===== src/rtl/fnd_clock_display.sv =====
// Basys3 4-digit 7-segment driver for the clock block: scans the digits, converts the time fields
// to decimal, blinks the field being edited and flashes the colon dot once per second.
module fnd_clock_display #(
  parameter int unsigned P_SCAN_DIV    = 100000,
  parameter int unsigned P_BLINK_TICKS = 25
) (
  input  logic       iClk,
  input  logic       iRst,
  input  logic       iMode,
  input  logic [1:0] iSet,
  input  logic [6:0] iMsec,
  input  logic [5:0] iSec,
  input  logic [5:0] iMin,
  input  logic [4:0] iHour,
  input  logic       iMsec_Tick,
  output logic [3:0] oFnd_Com,
  output logic [7:0] oFnd_Data
);

  localparam int unsigned PresWidth  = (P_SCAN_DIV > 2) ? $clog2(P_SCAN_DIV) : 1;
  localparam int unsigned BlinkWidth = (P_BLINK_TICKS > 2) ? $clog2(P_BLINK_TICKS) : 1;
  localparam logic [PresWidth-1:0]  PresLast  = PresWidth'(P_SCAN_DIV - 1);
  localparam logic [BlinkWidth-1:0] BlinkLast = BlinkWidth'(P_BLINK_TICKS - 1);

  logic [PresWidth-1:0]  presc_q, presc_d;
  logic [1:0]            idx_q, idx_d;
  logic                  upd_q, upd_d;
  logic [BlinkWidth-1:0] blink_cnt_q, blink_cnt_d;
  logic                  phase_q, phase_d;
  logic [6:0]            snap_msec_q, snap_msec_d;
  logic [5:0]            snap_sec_q, snap_sec_d;
  logic [5:0]            snap_min_q, snap_min_d;
  logic [4:0]            snap_hour_q, snap_hour_d;
  logic                  snap_mode_q, snap_mode_d;
  logic [3:0]            com_q, com_d;
  logic [7:0]            data_q, data_d;

  logic       strobe;
  logic [6:0] field_val;
  logic [3:0] digit;
  logic [7:0] seg;
  logic       dp;
  logic       blank;

  function automatic logic [7:0] seg_code(input logic [3:0] d);
    logic [7:0] s;
    case (d)
      4'd0:    s = 8'hC0;
      4'd1:    s = 8'hF9;
      4'd2:    s = 8'hA4;
      4'd3:    s = 8'hB0;
      4'd4:    s = 8'h99;
      4'd5:    s = 8'h92;
      4'd6:    s = 8'h82;
      4'd7:    s = 8'hF8;
      4'd8:    s = 8'h80;
      4'd9:    s = 8'h90;
      default: s = 8'hFF;
    endcase
    return s;
  endfunction

  // Scan prescaler, digit index and frame-boundary snapshot.
  always_comb begin
    strobe      = (presc_q == PresLast);
    presc_d     = strobe ? '0 : presc_q + 1'b1;
    idx_d       = strobe ? idx_q + 2'd1 : idx_q;
    upd_d       = strobe;
    snap_msec_d = snap_msec_q;
    snap_sec_d  = snap_sec_q;
    snap_min_d  = snap_min_q;
    snap_hour_d = snap_hour_q;
    snap_mode_d = snap_mode_q;
    if (strobe && idx_q == 2'd3) begin
      snap_msec_d = iMsec;
      snap_sec_d  = iSec;
      snap_min_d  = iMin;
      snap_hour_d = iHour;
      snap_mode_d = iMode;
    end
  end

  // Blink timing; leaving iSet at zero parks the phase in the visible state.
  always_comb begin
    blink_cnt_d = blink_cnt_q;
    phase_d     = phase_q;
    if (iSet == 2'b00) begin
      blink_cnt_d = '0;
      phase_d     = 1'b1;
    end else if (iMsec_Tick) begin
      if (blink_cnt_q == BlinkLast) begin
        blink_cnt_d = '0;
        phase_d     = ~phase_q;
      end else begin
        blink_cnt_d = blink_cnt_q + 1'b1;
      end
    end
  end

  // Digit content for the current index; idx[1] picks the left field, idx[0] the tens digit.
  always_comb begin
    if (snap_mode_q) begin
      field_val = idx_q[1] ? {1'b0, snap_sec_q} : snap_msec_q;
    end else begin
      field_val = idx_q[1] ? {2'b00, snap_hour_q} : {1'b0, snap_min_q};
    end
    if (field_val > 7'd99) field_val = 7'd99;
    digit = idx_q[0] ? 4'(field_val / 7'd10) : 4'(field_val % 7'd10);
    seg   = seg_code(digit);
    dp    = (idx_q == 2'd2) && (snap_mode_q || (snap_msec_q < 7'd50));
    blank = !snap_mode_q && !phase_q &&
            ((iSet[1] && idx_q[1]) || (iSet == 2'b01 && !idx_q[1]));
    com_d  = ~(4'b0001 << idx_q);
    data_d = {~dp, blank ? 7'h7F : seg[6:0]};
  end

  always_ff @(posedge iClk or negedge iRst) begin
    if (!iRst) begin
      presc_q     <= '0;
      idx_q       <= 2'd0;
      upd_q       <= 1'b0;
      blink_cnt_q <= '0;
      phase_q     <= 1'b1;
      snap_msec_q <= '0;
      snap_sec_q  <= '0;
      snap_min_q  <= '0;
      snap_hour_q <= '0;
      snap_mode_q <= 1'b0;
      com_q       <= 4'b1111;
      data_q      <= 8'hFF;
    end else begin
      presc_q     <= presc_d;
      idx_q       <= idx_d;
      upd_q       <= upd_d;
      blink_cnt_q <= blink_cnt_d;
      phase_q     <= phase_d;
      snap_msec_q <= snap_msec_d;
      snap_sec_q  <= snap_sec_d;
      snap_min_q  <= snap_min_d;
      snap_hour_q <= snap_hour_d;
      snap_mode_q <= snap_mode_d;
      // Outputs follow the index one cycle late so they stay dark until the first strobe.
      if (upd_q) begin
        com_q  <= com_d;
        data_q <= data_d;
      end
    end
  end

  assign oFnd_Com  = com_q;
  assign oFnd_Data = data_q;

endmodule


===== config.mk =====
export PLATFORM = sky130hd
export DESIGN_NAME = fnd_clock_display
export DESIGN_NICKNAME = d
export VERILOG_FILES = /design/src/rtl/fnd_clock_display.sv
export SDC_FILE = /design/constraint.sdc
export NUM_CORES = 1
export LEC_CHECK = 0
export ABC_CLOCK_PERIOD_IN_PS = 12300
export CORE_ASPECT_RATIO = 2
export CORE_MARGIN = 3
export CORE_UTILIZATION = 61
export DETAILED_ROUTE_END_ITERATION = 8
export PLACE_DENSITY = 0.89
export SYNTH_ARGS = -nofsm -noshare
export SYNTH_HDL_FRONTEND = slang
export SYNTH_SLANG_ARGS = --single-unit

===== constraint.sdc =====
create_clock -name iClk -period 12.3 [get_ports iClk]
set_input_delay 1.845 -clock iClk [delete_from_list [all_inputs] [get_ports iClk]]
set_output_delay 1.845 -clock iClk [all_outputs]
set_load 0.03 [all_outputs]

==> impl_metrics.yaml, run 1 <==
status:
  run_status: "finished, final reports clean"
power_and_ir_drop:
  power_density_over_the_cells_nw_per_um2: 144
  share_clk_of_total_power_pct: 48.6
  p_leak_nw: 1.90
  int_pwr_uw: 495
  swShare_pct: 24.6
  combPwrFrac_pct: 16.9
  netSwitchingPower_uw: 161
  peakVddDrop_mv: 0.129
  p_seq_share_pct: 34.4
layout:
  area_occupied_by_registers_sq_um: 1590
  design.final.nets: 438
  num_antenna_cells: 0
  final_layout_size_suffix_gt1_share_pct: 19.6
  fillers: 369
  multi_input_logic_area_sq_um: 2030
  area_added_between_synthesis_and_finish_pct: 22.3
  final_core_util_pct: 78.6
die:
  design.core.area_sq_um: 5810
  initial_util_pct: 64.3
  num_io_pins: 42
  die_x_um: 61.3
  dieArea_sq_um: 7150
  row_count: 39
  fp.dieH_um: 117
worst_setup_path:
  startpoint_type_of_the_worst_setup_path: "flop"
  timing.critical_path.required_ns: 12.56
  crit_path_end_kind: "flop"
  crit_arrival_ns: 6.30
  worst_r2r_path_depth: 24
  worstPathMaxFanout: 21
  timing_worst_setup_path_type: "flop to flop"
detailed_routing:
  routed_wirelength_mm: 9.50
  vias: 3046
  initialDrtViolationCount: 203
  detail_route.wl_per_cell_um: 20.7
  detail_route.first_pass.iterations: 5
  number_of_routed_nets_with_antenna_violations: 0
  drc: 0
  drt-vias-per-instance: 6.64
timing:
  grt_setup_unrepaired: "false"
  fmaxAchievable_mhz: 165
  skew_ns: 0.00534
  timing.slew.headroom_pct: 30.7
  setup_total_negative_slack_ns: 0
  min_period_over_period_pct: 49.1
  final.min_clock_period_ns: 6.04
  finalMaxSlewViolations: 0
  max_slew.worst_pin.slew_ns: 1.04
  setup-violations-final: 0
  timing.final.hold_violations: 0
logic_synthesis:
  netlist_area_sq_um: 3730
  ys_seq_elements: 63
  synth_ff_type: "sky130_fd_sc_hd__dfrtp_1"
  yosysWarningCount: 0
  post-synth-top-area-fraction_pct: 33.5
  synth_seq_area_share_pct: 42.7
  synthCells: 349
  synth_enable_flop_cells: 0
  post_synth_main_area_contributors: "sky130_fd_sc_hd__dfrtp_1, sky130_fd_sc_hd__dfstp_2, sky130_fd_sc_hd__mux2_2"
  async_sr_flop_fraction_pct: 100
  synthesis.area_per_instance_sq_um: 10.7
  synth_top_cell_by_area: "sky130_fd_sc_hd__dfrtp_1"
  number_of_nets_produced_by_synthesis: 394
  synth.lib_cells_used.distinct: 69
clock_tree:
  clk-insertion-delay-late_ns: 0.33
  cts.clk_slew.worst_paths_ns: 0.05
  ctsHoldBuffers: 0
  clk_root_buffer_cell: "sky130_fd_sc_hd__clkbuf_16"
  cts_setup_buffers: 0
  htreeDepth: 3
  clock-sinks: 63
  cts.path.max_buffers: 2
  cts_tree: "built"
  cts_repair_resize_count: 0
  cts_buffer_count: 9
grt:
  grt_pass1_wl_mm: 15.4
  groute.usage.overall_pct: 30.0
  globalRouteOverflowTotal: 0
  grt_pass1_vias: 3109
  antenna_found_initial: 0
  grt_max_degree: 64
placement:
  gp_congestion: 0.951
  placement.io_buffers: 41
  hpwl_mm: 6.92
worst_hold_path:
  min-delay-path-class: "flop to flop"
  timing.hold.worst_path_depth: 2
flow_run:
  drv_cap: 0
## worst max-delay path, stage by stage (launching register included)
cell	delay, ns
sky130_fd_sc_hd__dfrtp_1	0.82
sky130_fd_sc_hd__mux4_2	0.66
sky130_fd_sc_hd__and2_1	0.17
sky130_fd_sc_hd__ha_1	0.21
sky130_fd_sc_hd__nand4b_1	0.15
sky130_fd_sc_hd__and2_1	0.19
sky130_fd_sc_hd__a211oi_1	0.08
sky130_fd_sc_hd__ha_1	0.28
sky130_fd_sc_hd__a211oi_1	0.24
sky130_fd_sc_hd__nor3b_2	0.27
sky130_fd_sc_hd__mux2i_1	0.40
sky130_fd_sc_hd__nor2_1	0.09
sky130_fd_sc_hd__o211a_1	0.22
sky130_fd_sc_hd__nor2_1	0.25
sky130_fd_sc_hd__inv_1	0.08
sky130_fd_sc_hd__ha_1	0.23
sky130_fd_sc_hd__a31oi_1	0.29
sky130_fd_sc_hd__nor3_1	0.10
sky130_fd_sc_hd__a211o_1	0.38
sky130_fd_sc_hd__inv_1	0.16
sky130_fd_sc_hd__ha_1	0.17
sky130_fd_sc_hd__inv_1	0.06
sky130_fd_sc_hd__o21ai_0	0.09
sky130_fd_sc_hd__o21ai_0	0.13
sky130_fd_sc_hd__o221a_2	0.24
## cells in the mapped netlist, types with 4 or more instances
library cell,instances
sky130_fd_sc_hd__mux2_2,27
sky130_fd_sc_hd__xnor2_1,7
sky130_fd_sc_hd__nand3_1,14
sky130_fd_sc_hd__mux4_2,5
sky130_fd_sc_hd__xor2_1,10
sky130_fd_sc_hd__a21oi_1,5
sky130_fd_sc_hd__o21ai_0,12
sky130_fd_sc_hd__nand2_1,20
sky130_fd_sc_hd__o211ai_1,4
sky130_fd_sc_hd__clkbuf_1,5
sky130_fd_sc_hd__nand4_1,5
sky130_fd_sc_hd__or3_1,4
sky130_fd_sc_hd__nor2_1,36
sky130_fd_sc_hd__dfrtp_1,50
sky130_fd_sc_hd__nor3_1,7
sky130_fd_sc_hd__and2_1,5
sky130_fd_sc_hd__dfstp_2,13
sky130_fd_sc_hd__ha_1,15
sky130_fd_sc_hd__inv_1,16
sky130_fd_sc_hd__a211oi_1,8
sky130_fd_sc_hd__mux2i_1,7
## cell families after synthesis
group	synth area share, %
AO/OA/AOI/OAI	15.2
AND/OR/NAND/NOR	17.1
multiplexers	13.0
flip-flops	42.7
buffers and inverters	3.02
XOR/XNOR	3.99
adder cells (fa/ha/maj)	5.03
## final timing paths
check | start | end | slack [ns]
worst max-delay path | idx_q[1] | oFnd_Data[4] | 6.26
worst min-delay path | oFnd_Com[1] | oFnd_Com[1] | 0.48
worst max register to register | idx_q[1] | oFnd_Data[4] | 6.26
worst min register to register | oFnd_Com[1] | oFnd_Com[1] | 0.48
max in group asynchronous | iRst | snap_min_q[0] | 10.11
min in group asynchronous | iRst | presc_q[10] | 1.68
## power groups by stage
stage	logic [mW]	registers, mW	clock network [mW]
after CTS	0.110	0.226	0.323
after global placement	0.105	0.228	0
after floorplan	0.0756	0.225	0
final	0.111	0.226	0.319
after detailed placement	0.109	0.229	0
after global routing	0.121	0.227	0.330
## routing by layer
layer	global-route usage, %	vias to the layer above	routed length (um)
met2	51.1	127	5220
met5	0	-	0
met1	32.2	1485	3380
met3	5.97	48	365
met4	19.1	0	533
li1	-	1386	-
## flip-flops by register name, summed over array words and instances, names as in the netlist
signal	flops
presc_q	17
oFnd_Data	8
snap_msec_q	7
snap_min_q	6
snap_sec_q	6
blink_cnt_q	5
snap_hour_q	5
oFnd_Com	4
idx_q	2
phase_q	1
snap_mode_q	1
upd_q	1
## metrics by stage
step | area, sq um | std cells | setup WS, ns | power (mW) | hold slack [ns]
after floorplan | 3730 | 349 | 7.30 | 0.301 | 0.455
after global placement | 4190 | 443 | 6.64 | 0.334 | 0.461
after detailed placement | 4190 | 443 | 6.39 | 0.338 | 0.467
after CTS | 4570 | 459 | 6.34 | 0.659 | 0.478
after global routing | 4570 | 459 | 5.88 | 0.679 | 0.500
final | 4570 | 459 | 6.26 | 0.656 | 0.478
## final cells by class
| cell class | count | share of cell area [%] |
|---|---|---|
| clock buffer | 11 | 5.54 |
| clock inverter | 5 | 2.80 |
| inverter | 16 | 1.32 |
| multi-input combinational | 259 | 44.4 |
| sequential | 63 | 34.9 |
| tap | 61 | 1.67 |
| timing repair buffer | 44 | 9.37 |
## placed cells by master (no fill, tap or decap), types with 5 or more instances in the layout
cell,count
sky130_fd_sc_hd__nand4_1,5
sky130_fd_sc_hd__and2_1,5
sky130_fd_sc_hd__nor2_1,36
sky130_fd_sc_hd__o21ai_0,12
sky130_fd_sc_hd__mux2_2,27
sky130_fd_sc_hd__a21oi_1,5
sky130_fd_sc_hd__nand3_1,14
sky130_fd_sc_hd__nand2_1,20
sky130_fd_sc_hd__dfrtp_1,50
sky130_fd_sc_hd__nor3_1,7
sky130_fd_sc_hd__clkdlybuf4s50_1,40
sky130_fd_sc_hd__clkbuf_16,9
sky130_fd_sc_hd__a211oi_1,8
sky130_fd_sc_hd__inv_1,16
sky130_fd_sc_hd__ha_1,15
sky130_fd_sc_hd__dfstp_2,13
sky130_fd_sc_hd__mux2i_1,7
sky130_fd_sc_hd__xnor2_1,7
sky130_fd_sc_hd__xor2_1,10
sky130_fd_sc_hd__mux4_2,5
Note: power is estimated with default switching activity, not from simulation.
==> inputs of run 2 (changes only) <==
==> config.mk (replaced) <==
export PLATFORM = sky130hd
export DESIGN_NAME = fnd_clock_display
export DESIGN_NICKNAME = d
export VERILOG_FILES = /design/src/rtl/fnd_clock_display.sv
export SDC_FILE = /design/constraint.sdc
export NUM_CORES = 1
export LEC_CHECK = 0
export ABC_CLOCK_PERIOD_IN_PS = 6000
export CORE_ASPECT_RATIO = 2
export CORE_MARGIN = 3
export CORE_UTILIZATION = 57
export DETAILED_ROUTE_END_ITERATION = 8
export PLACE_DENSITY = 0.84
export SYNTH_ARGS = -nofsm -noshare
export SYNTH_HDL_FRONTEND = slang
export SYNTH_SLANG_ARGS = --single-unit
==> constraint.sdc (replaced) <==
create_clock -name iClk -period 6 [get_ports iClk]
set_input_delay 0.9 -clock iClk [delete_from_list [all_inputs] [get_ports iClk]]
set_output_delay 0.9 -clock iClk [all_outputs]
set_load 0.03 [all_outputs]
==> run 2 against run 1 <==
- final cell count increased by 5.9%
- die area rose by 6.5%
- sequential share of layout area increased by 0.40 points
- first-iteration DRC count up 6.9%
- sequential power is 100% higher
==> impl_metrics.yaml, run 2 (synthesized netlist as in run 1, its figures left out) <==
status:
  run_status: "finished, final reports clean"
power_and_ir_drop:
  post-layout-total-power_mw: 1.15
  power_density_over_the_cells_nw_per_um2: 254
  p_leak_nw: 1.85
  peakVddDrop_mv: 0.202
worst_setup_path:
  crit_arrival_ns: 5.74
  worst_r2r_path_depth: 25
  r2r-end: "oFnd_Data[4]"
  timing_worst_setup_path_type: "flop to flop"
  timing.critical_path.required_ns: 6.26
  worstPathMaxFanout: 14
  crit_start: "snap_mode_q"
  timing.reg2reg.setup_slack_ns: 0.52
  worstSetupEndpoint: "oFnd_Data[4]"
  startpoint_type_of_the_worst_setup_path: "flop"
  crit_path_end_kind: "flop"
  crit-reg2reg-launch: "snap_mode_q"
timing:
  timing.slew.headroom_pct: 33.8
  fmaxAchievable_mhz: 182
  grt_setup_unrepaired: "false"
  finalHoldWorstSlack_ns: 0.466
  setup_total_negative_slack_ns: 0
  min_period_over_period_pct: 91.3
  skew_ns: 0.00545
  timing.final.hold_violations: 0
  final.min_clock_period_ns: 5.48
  setup_ws_ns: 0.520
  setup-violations-final: 0
  max_slew.worst_pin.slew_ns: 0.991
  finalMaxSlewViolations: 0
layout:
  layout.cells.most_common_list: "sky130_fd_sc_hd__dfrtp_1, sky130_fd_sc_hd__clkdlybuf4s50_1, sky130_fd_sc_hd__nor2_1, sky130_fd_sc_hd__mux2_2, sky130_fd_sc_hd__nand2_1"
  final-instance-count-excl-fill: 486
  fillers: 475
  area_added_between_synthesis_and_finish_pct: 20.9
  top_register: "presc_q"
  mostFrequentLayoutCell: "sky130_fd_sc_hd__dfrtp_1"
  final_layout_size_suffix_gt1_share_pct: 20.3
  final_core_util_pct: 71.5
  num_antenna_cells: 0
  flip_flop_count_of_the_largest_register_all_copies_and_words_added: 17
  fin_area_sq_um: 4510
  design.final.nets: 441
die:
  num_io_pins: 42
  die_x_um: 63.2
  dieArea_sq_um: 7620
  row_count: 41
  design.core.area_sq_um: 6310
  initial_util_pct: 59.2
  fp.dieH_um: 120
detailed_routing:
  initialDrtViolationCount: 217
  drc: 0
  routed_wirelength_mm: 8.28
  drt-vias-per-instance: 6.15
  vias: 2988
  detail_route.first_pass.iterations: 5
  number_of_routed_nets_with_antenna_violations: 0
  detail_route.wl_per_cell_um: 17.0
grt:
  grt_pass1_wl_mm: 14.3
  groute.usage.overall_pct: 24.0
  grt_pass1_vias: 3082
  grt_max_degree: 64
  antenna_found_initial: 0
  globalRouteOverflowTotal: 0
placement:
  hpwl_mm: 6.14
  dpl_worst_slack_ns: 0.493
  placedCellCount: 470
  placement.io_buffers: 41
  placedInstanceArea_sq_um: 4230
  gp_congestion: 0.921
clock_tree:
  clk-insertion-delay-late_ns: 0.33
  htreeDepth: 3
  cts.path.max_buffers: 2
  cts_tree: "built"
  cts_buffer_count: 9
  clock-sinks: 63
  clk_root_buffer_cell: "sky130_fd_sc_hd__clkbuf_16"
  cts.clk_slew.worst_paths_ns: 0.05
flow_run:
  drv_cap: 0
worst_hold_path:
  timing.hold.worst_path_depth: 2
  min-delay-path-class: "flop to flop"
run 2: report_power, final:
| part | internal, mW | switching (mW) |
|---|---|---|
| clock network | 0.287 | 0.172 |
| registers | 0.445 | 0.0170 |
| logic | 0.101 | 0.124 |
run 2: worst min-delay path by stage:
stage | from | to | slack, ns
final | oFnd_Com[3] | oFnd_Com[3] | 0.47
after CTS | oFnd_Com[3] | oFnd_Com[3] | 0.47
after floorplan | presc_q[0] | presc_q[0] | 0.46
after global routing | oFnd_Com[3] | oFnd_Com[3] | 0.48
after detailed placement | oFnd_Com[3] | oFnd_Com[3] | 0.46
after global placement | oFnd_Com[3] | oFnd_Com[3] | 0.45
run 2: what timing repair did:
| action | in CTS | in global routing |
|---|---|---|
| hold buffers | 0 | 0 |
| setup buffers | 0 | 0 |
| resized for setup | 0 | 3 |
| setup endpoints to repair | 0 | 5 |
run 2: routing by layer:
layer | GRT usage (%) | up-vias | part of all wire (%)
li1 | - | 1382 | -
met1 | 25.0 | 1456 | 36
met2 | 43.3 | 114 | 56
met3 | 5.95 | 36 | 4.6
met4 | 13.0 | 0 | 3.6
met5 | 0 | - | 0
run 2: cell type report:
class	count	area, sq um	share of cell area, %
clock buffer	12	246	5.46
clock inverter	3	20.0	0.443
inverter	16	60.1	1.33
multi-input combinational	259	2040	45.2
sequential	63	1590	35.3
tap	86	108	2.38
timing repair buffer	47	448	9.92
run 2: critical path, cell delays in order (launching register included):
cell and delay, ns:
sky130_fd_sc_hd__dfrtp_1 0.47, sky130_fd_sc_hd__buf_4 0.23, sky130_fd_sc_hd__nor3b_1 0.38, sky130_fd_sc_hd__a21oi_1 0.08, sky130_fd_sc_hd__ha_1 0.25, sky130_fd_sc_hd__nand4b_1 0.14
sky130_fd_sc_hd__and2_1 0.20, sky130_fd_sc_hd__a211oi_2 0.08, sky130_fd_sc_hd__ha_2 0.24, sky130_fd_sc_hd__a211oi_1 0.26, sky130_fd_sc_hd__nor3b_2 0.32, sky130_fd_sc_hd__mux2i_2 0.35
sky130_fd_sc_hd__nor2_1 0.09, sky130_fd_sc_hd__o211a_1 0.22, sky130_fd_sc_hd__nor2_1 0.25, sky130_fd_sc_hd__inv_1 0.08, sky130_fd_sc_hd__ha_1 0.24, sky130_fd_sc_hd__a31oi_1 0.31
sky130_fd_sc_hd__nor3_1 0.11, sky130_fd_sc_hd__a211o_1 0.37, sky130_fd_sc_hd__inv_1 0.15, sky130_fd_sc_hd__ha_1 0.16, sky130_fd_sc_hd__inv_1 0.05, sky130_fd_sc_hd__o21ai_0 0.06
sky130_fd_sc_hd__o21ai_0 0.11, sky130_fd_sc_hd__o221a_2 0.23
==> inputs of run 3 (changes only) <==
--- a/config.mk
+++ b/config.mk
@@ -6,11 +6,13 @@
 export NUM_CORES = 1
 export LEC_CHECK = 0
 export ABC_CLOCK_PERIOD_IN_PS = 6000
+export CAP_MARGIN = 30
 export CORE_ASPECT_RATIO = 2
 export CORE_MARGIN = 3
-export CORE_UTILIZATION = 57
+export CORE_UTILIZATION = 58
+export CTS_BUF_LIST = sky130_fd_sc_hd__clkbuf_8
 export DETAILED_ROUTE_END_ITERATION = 8
-export PLACE_DENSITY = 0.84
+export PLACE_DENSITY = 0.82
 export SYNTH_ARGS = -nofsm -noshare
 export SYNTH_HDL_FRONTEND = slang
 export SYNTH_SLANG_ARGS = --single-unit
==> run 3 against run 2 <==
- combinational power hardly changed
- die area is 1.6% lower
- fmax is 0.48% lower
- hold slack worse by 0.0022 ns
- count of clock-buffer cells in the layout is 2 lower
- sequential power hardly changed
- non-clock buffer count is 1 higher
- clock skew hardly changed
- critical path type unchanged
- largest cell class unchanged
==> impl_metrics.yaml, run 3 (synthesized netlist as in run 1, its figures left out) <==
clock_tree:
  clk-insertion-delay-late_ns: 0.34
  cts_setup_buffers: 0
  cts.path.max_buffers: 2
  clk_root_buffer_cell: "sky130_fd_sc_hd__clkbuf_8"
  cts.clk_slew.worst_paths_ns: 0.07
  cts_tree: "built"
  htreeDepth: 3
  cts_buffer_count: 9
  clock-sinks: 63
worst_setup_path:
  startpoint_type_of_the_worst_setup_path: "flop"
  critPathSlowestCell: "sky130_fd_sc_hd__mux4_2"
  crit_path_cell_trace: "mux4_2 > and2_1 > ha_1 > nand4b_1 > and2_1 > a211oi_1 > ha_1 > a211oi_1 > nor3b_2 > mux2i_2 > nor2_1 > o211a_1 > nor2_1 > inv_1 > ha_1 > a31oi_1 > nor3_1 > a211o_1 > ha_1 > or3b_1 > o221a_1"
  crit_path_end_kind: "flop"
  cpMostUsedCell: "sky130_fd_sc_hd__ha_1"
  crit_start: "idx_q[1]"
  timing_worst_setup_path_type: "flop to flop"
  worstPathMaxFanout: 10
  cp_slowest_stage_delay_ns: 0.59
  worst_r2r_path_depth: 21
  crit-reg2reg-launch: "idx_q[1]"
  timing.critical_path.required_ns: 6.27
  crit_arrival_ns: 5.78
timing:
  max_slew.worst_pin.slew_ns: 0.798
  skew_ns: 0.00590
  final.min_clock_period_ns: 5.51
  timing.final.hold_violations: 0
  min_period_over_period_pct: 91.8
  timing.slew.headroom_pct: 46.0
  fmaxAchievable_mhz: 182
  grt_setup_unrepaired: "false"
  setup_total_negative_slack_ns: 0
  finalMaxSlewViolations: 0
  setup-violations-final: 0
layout:
  fin_area_sq_um: 4470
  design.final.nets: 442
  area_added_between_synthesis_and_finish_pct: 19.8
  multi_input_logic_area_sq_um: 2040
  final_layout_size_suffix_gt1_share_pct: 20.9
  flip_flop_count_of_the_largest_register_all_copies_and_words_added: 17
  mostFrequentLayoutCell: "sky130_fd_sc_hd__dfrtp_1"
  fillers: 456
  final_core_util_pct: 73.3
  top_register: "presc_q"
  area_occupied_by_registers_sq_um: 1590
  num_antenna_cells: 0
  layout.cells.most_common_list: "sky130_fd_sc_hd__dfrtp_1, sky130_fd_sc_hd__clkdlybuf4s50_1, sky130_fd_sc_hd__nor2_1, sky130_fd_sc_hd__mux2_2, sky130_fd_sc_hd__nand2_1"
grt:
  grt_pass1_vias: 3221
  groute.usage.overall_pct: 26.0
  grt_pass1_wl_mm: 15.1
  grt_max_degree: 64
  antenna_found_initial: 0
  globalRouteOverflowTotal: 0
detailed_routing:
  drt-vias-per-instance: 6.13
  detail_route.wl_per_cell_um: 18.3
  vias: 2977
  number_of_routed_nets_with_antenna_violations: 0
  routed_wirelength_mm: 8.88
  initialDrtViolationCount: 186
  drc: 0
  detail_route.first_pass.iterations: 4
die:
  dieArea_sq_um: 7490
  num_io_pins: 42
  initial_util_pct: 61.1
  fp.dieH_um: 119
  die_x_um: 62.7
  design.core.area_sq_um: 6110
  row_count: 40
placement:
  placedInstanceArea_sq_um: 4260
  gp_congestion: 0.911
  placement.io_buffers: 41
  hpwl_mm: 6.76
power_and_ir_drop:
  power_density_over_the_cells_nw_per_um2: 235
  p_leak_nw: 1.85
  peakVddDrop_mv: 0.218
worst_hold_path:
  min-delay-path-class: "flop to flop"
  timing.hold.worst_path_depth: 2
  hold_path_startpoint: "oFnd_Com[1]"
flow_run:
  drv_cap: 0
status:
  run_status: "finished, final reports clean"
-- run 3: report_power, final --
| group | internal [mW] | leakage, nW | switching, mW |
|---|---|---|---|
| Clock | 0.201 | 0.107 | 0.163 |
| Sequential | 0.444 | 0.755 | 0.0174 |
| Combinational | 0.101 | 0.990 | 0.127 |
-- run 3: through the flow --
step	hold slack, ns	total power, mW	worst slack (ns)	instances
after floorplan	0.455	0.617	0.999	349
after global placement	0.454	0.687	0.604	469
after detailed placement	0.456	0.693	0.444	470
after CTS	0.469	1.06	0.414	486
after global routing	0.504	1.10	0.0471	486
final	0.464	1.05	0.494	486
-- run 3: layout make-up --
class	instances	area share (%)
tap	84	2.35
timing repair buffer	48	10.7
clock inverter	6	1.37
sequential	63	35.6
clock buffer	10	3.08
multi-input combinational	259	45.5
inverter	16	1.34
-- run 3: worst paths after layout --
kind	to	slack [ns]
min reg2reg	oFnd_Com[1]	0.46
min in group asynchronous	blink_cnt_q[4]	0.72
max reg2reg	oFnd_Data[6]	0.49
max	oFnd_Data[6]	0.49
min	oFnd_Com[1]	0.46
max in group asynchronous	idx_q[1]	4.73
-- run 3: what timing repair did --
action	4_1_cts	5_1_grt
hold buffers	0	0
setup endpoints to repair	0	4
gates resized for setup	0	3
-- run 3: metal layers --
| metal | part of all wire, % | wire (um) | GRT usage, % |
|---|---|---|---|
| met5 | 0 | 0 | 0 |
| met3 | 2.4 | 212 | 4.06 |
| met4 | 6.3 | 556 | 18.4 |
| met2 | 54 | 4810 | 46.5 |
| met1 | 37 | 3300 | 26.9 |
-- run 3: worst max-delay path, delay by kind of cell (launching register included) --
kind            cells  cell delay [ns]
flops               1             0.48
compound gates      6             1.29
buf+inv             1             0.09
mux                 2             0.95
fa+ha+maj           4             0.96
simple gates        8             1.62
==> RTL change (settings of run 2) <==
Change the parameter `P_SCAN_DIV` from 100000 to 50000.
--- a/src/rtl/fnd_clock_display.sv
+++ b/src/rtl/fnd_clock_display.sv
@@ -3,3 +3,3 @@
 module fnd_clock_display #(
-  parameter int unsigned P_SCAN_DIV    = 100000,
+  parameter int unsigned P_SCAN_DIV    = 50000,
   parameter int unsigned P_BLINK_TICKS = 25
Check against the original RTL: no difference found for any inputs over 10 cycles, from zero or initial values and one cycle with iRst low; that may be too few to reach the edited logic, so the function may still have changed.
==> RTL change against run 2 <==
- non-clock buffer count grew 5
- die area shrank 0.35%
- worst setup slack lost 0.20 ns
- sequential cell count shrank 1
- area after synthesis shrank 0.37%
- wire length grew 9.6%
- first-iteration DRC count shrank 12%
- cell area grew 1.9%
- largest cell class unchanged
- highest routed layer unchanged
Power is not compared: it rests on default switching activity, and its combinational part moved more than twofold at a synthesized area within 25%.
==> RTL change: results (changes against run 2) <==
INFO  status         outcome=complete, no violations
INFO  routing        viasPerCell=6.15 [about the same]
INFO  timing         holdWs=0.482ns [+0.0163 ns]
INFO  layout         layout-drive-gt1-share=24.6% [+4.4 points]
INFO  routing        route.layer.met1.wl=3120um [+5.0%]
INFO  logic_synthesis synth-compound-area-share=15.8% [+0.63 points]
INFO  critical_path  max_stage_delay=0.56ns [+0.09 ns]
INFO  grt            wire_length_of_the_first_global_routing_pass=15100um [+6.0%]
INFO  routing        route.met2.wl=5290um [+14%]
INFO  layout         max_reg_flops=16 [-1]
INFO  logic_synthesis synth.cells.most_frequent=sky130_fd_sc_hd__dfrtp_1, sky130_fd_sc_hd__nor2_1, sky130_fd_sc_hd__mux2_2, sky130_fd_sc_hd__nand2_1, sky130_fd_sc_hd__ha_1
INFO  critical_path  rrSetupSlack=0.32ns [-0.20 ns]
INFO  critical_path  critical_path_fanouts_max=7 [-7]
INFO  clock_tree     cts_post_setup_buffers_inserted=1 [+1]
INFO  grt            globalRouteTotalUtil=25.9% [+1.9 points]
INFO  grt            groute.layer.met1.usage=25.4% [+0.45 points]
INFO  grt            groute.layer.met3.usage=5.58% [-0.37 points]
INFO  critical_path  critical_path_arrival=5.92ns [+0.18 ns]
INFO  timing         tightestPinTransition=1.07ns [+0.0778 ns]
INFO  clock_tree     ctsResizeCount=3 [+3]
INFO  grt            grt_max_degree=63 [-1.6%]
INFO  placed_design  placed_cell_area=4230um^2 [-0.15%]
INFO  logic_synthesis synthXorXnorAreaFrac=3.30% [-0.69 points]
INFO  grt            grt_pass1_vias=3207 [+4.1%]
INFO  min_path       holdCritStartpoint=oFnd_Com[2]$_DFFE_PN1P_
INFO  placed_design  placement.setup.worst_slack=-0.0231ns [-0.516 ns]
INFO  critical_path  critPathLaunch=idx_q[1]$_DFFE_PN0P_
INFO  logic_synthesis yosys.cell_types.count=75 [+8.7%]
INFO  critical_path  cp_slowest_cell=sky130_fd_sc_hd__mux4_2
INFO  logic_synthesis ys_ff_latch=62 [-1.6%]
INFO  logic_synthesis synthesis.instances=351 [+0.57%]
INFO  timing         timing.clock.skew=0.00701ns [+0.00155 ns]
INFO  critical_path  r2r-end=oFnd_Data[3]$_DFFE_PN1P_
INFO  logic_synthesis synthAdderAreaFrac=5.05% [+0.019 points]
RTL change: changes by cell type in the layout (fill, tap and decap cells not counted), sizes merged, moves of 4 or more:
cell / change
nor3: +5
nor3b: -4
buf: +6
xor2: -5
nand2: +4
RTL change: worst max path at each step:
stage / slack (ns) / to
finish: 0.32 / oFnd_Data[3]$_DFFE_PN1P_
global route: -0.01 / oFnd_Data[3]$_DFFE_PN1P_
CTS: 0.10 / oFnd_Data[4]$_DFFE_PN1P_
detailed placement: -0.02 / oFnd_Data[3]$_DFFE_PN1P_
global placement: 0.22 / oFnd_Data[3]$_DFFE_PN1P_
floorplan: 0.40 / oFnd_Data[3]$_DFFE_PN1P_
RTL change: cell type report:
| type | count | area (um^2) |
|---|---|---|
| clock inverters | 3 | 40.0 |
| multi-input cells | 260 | 2050 |
| fillers | 433 | 1710 |
| inverters | 16 | 62.6 |
| repair buffers | 52 | 488 |
| clock buffers | 13 | 280 |
| well taps | 86 | 108 |
| flip-flops and latches | 62 | 1570 |
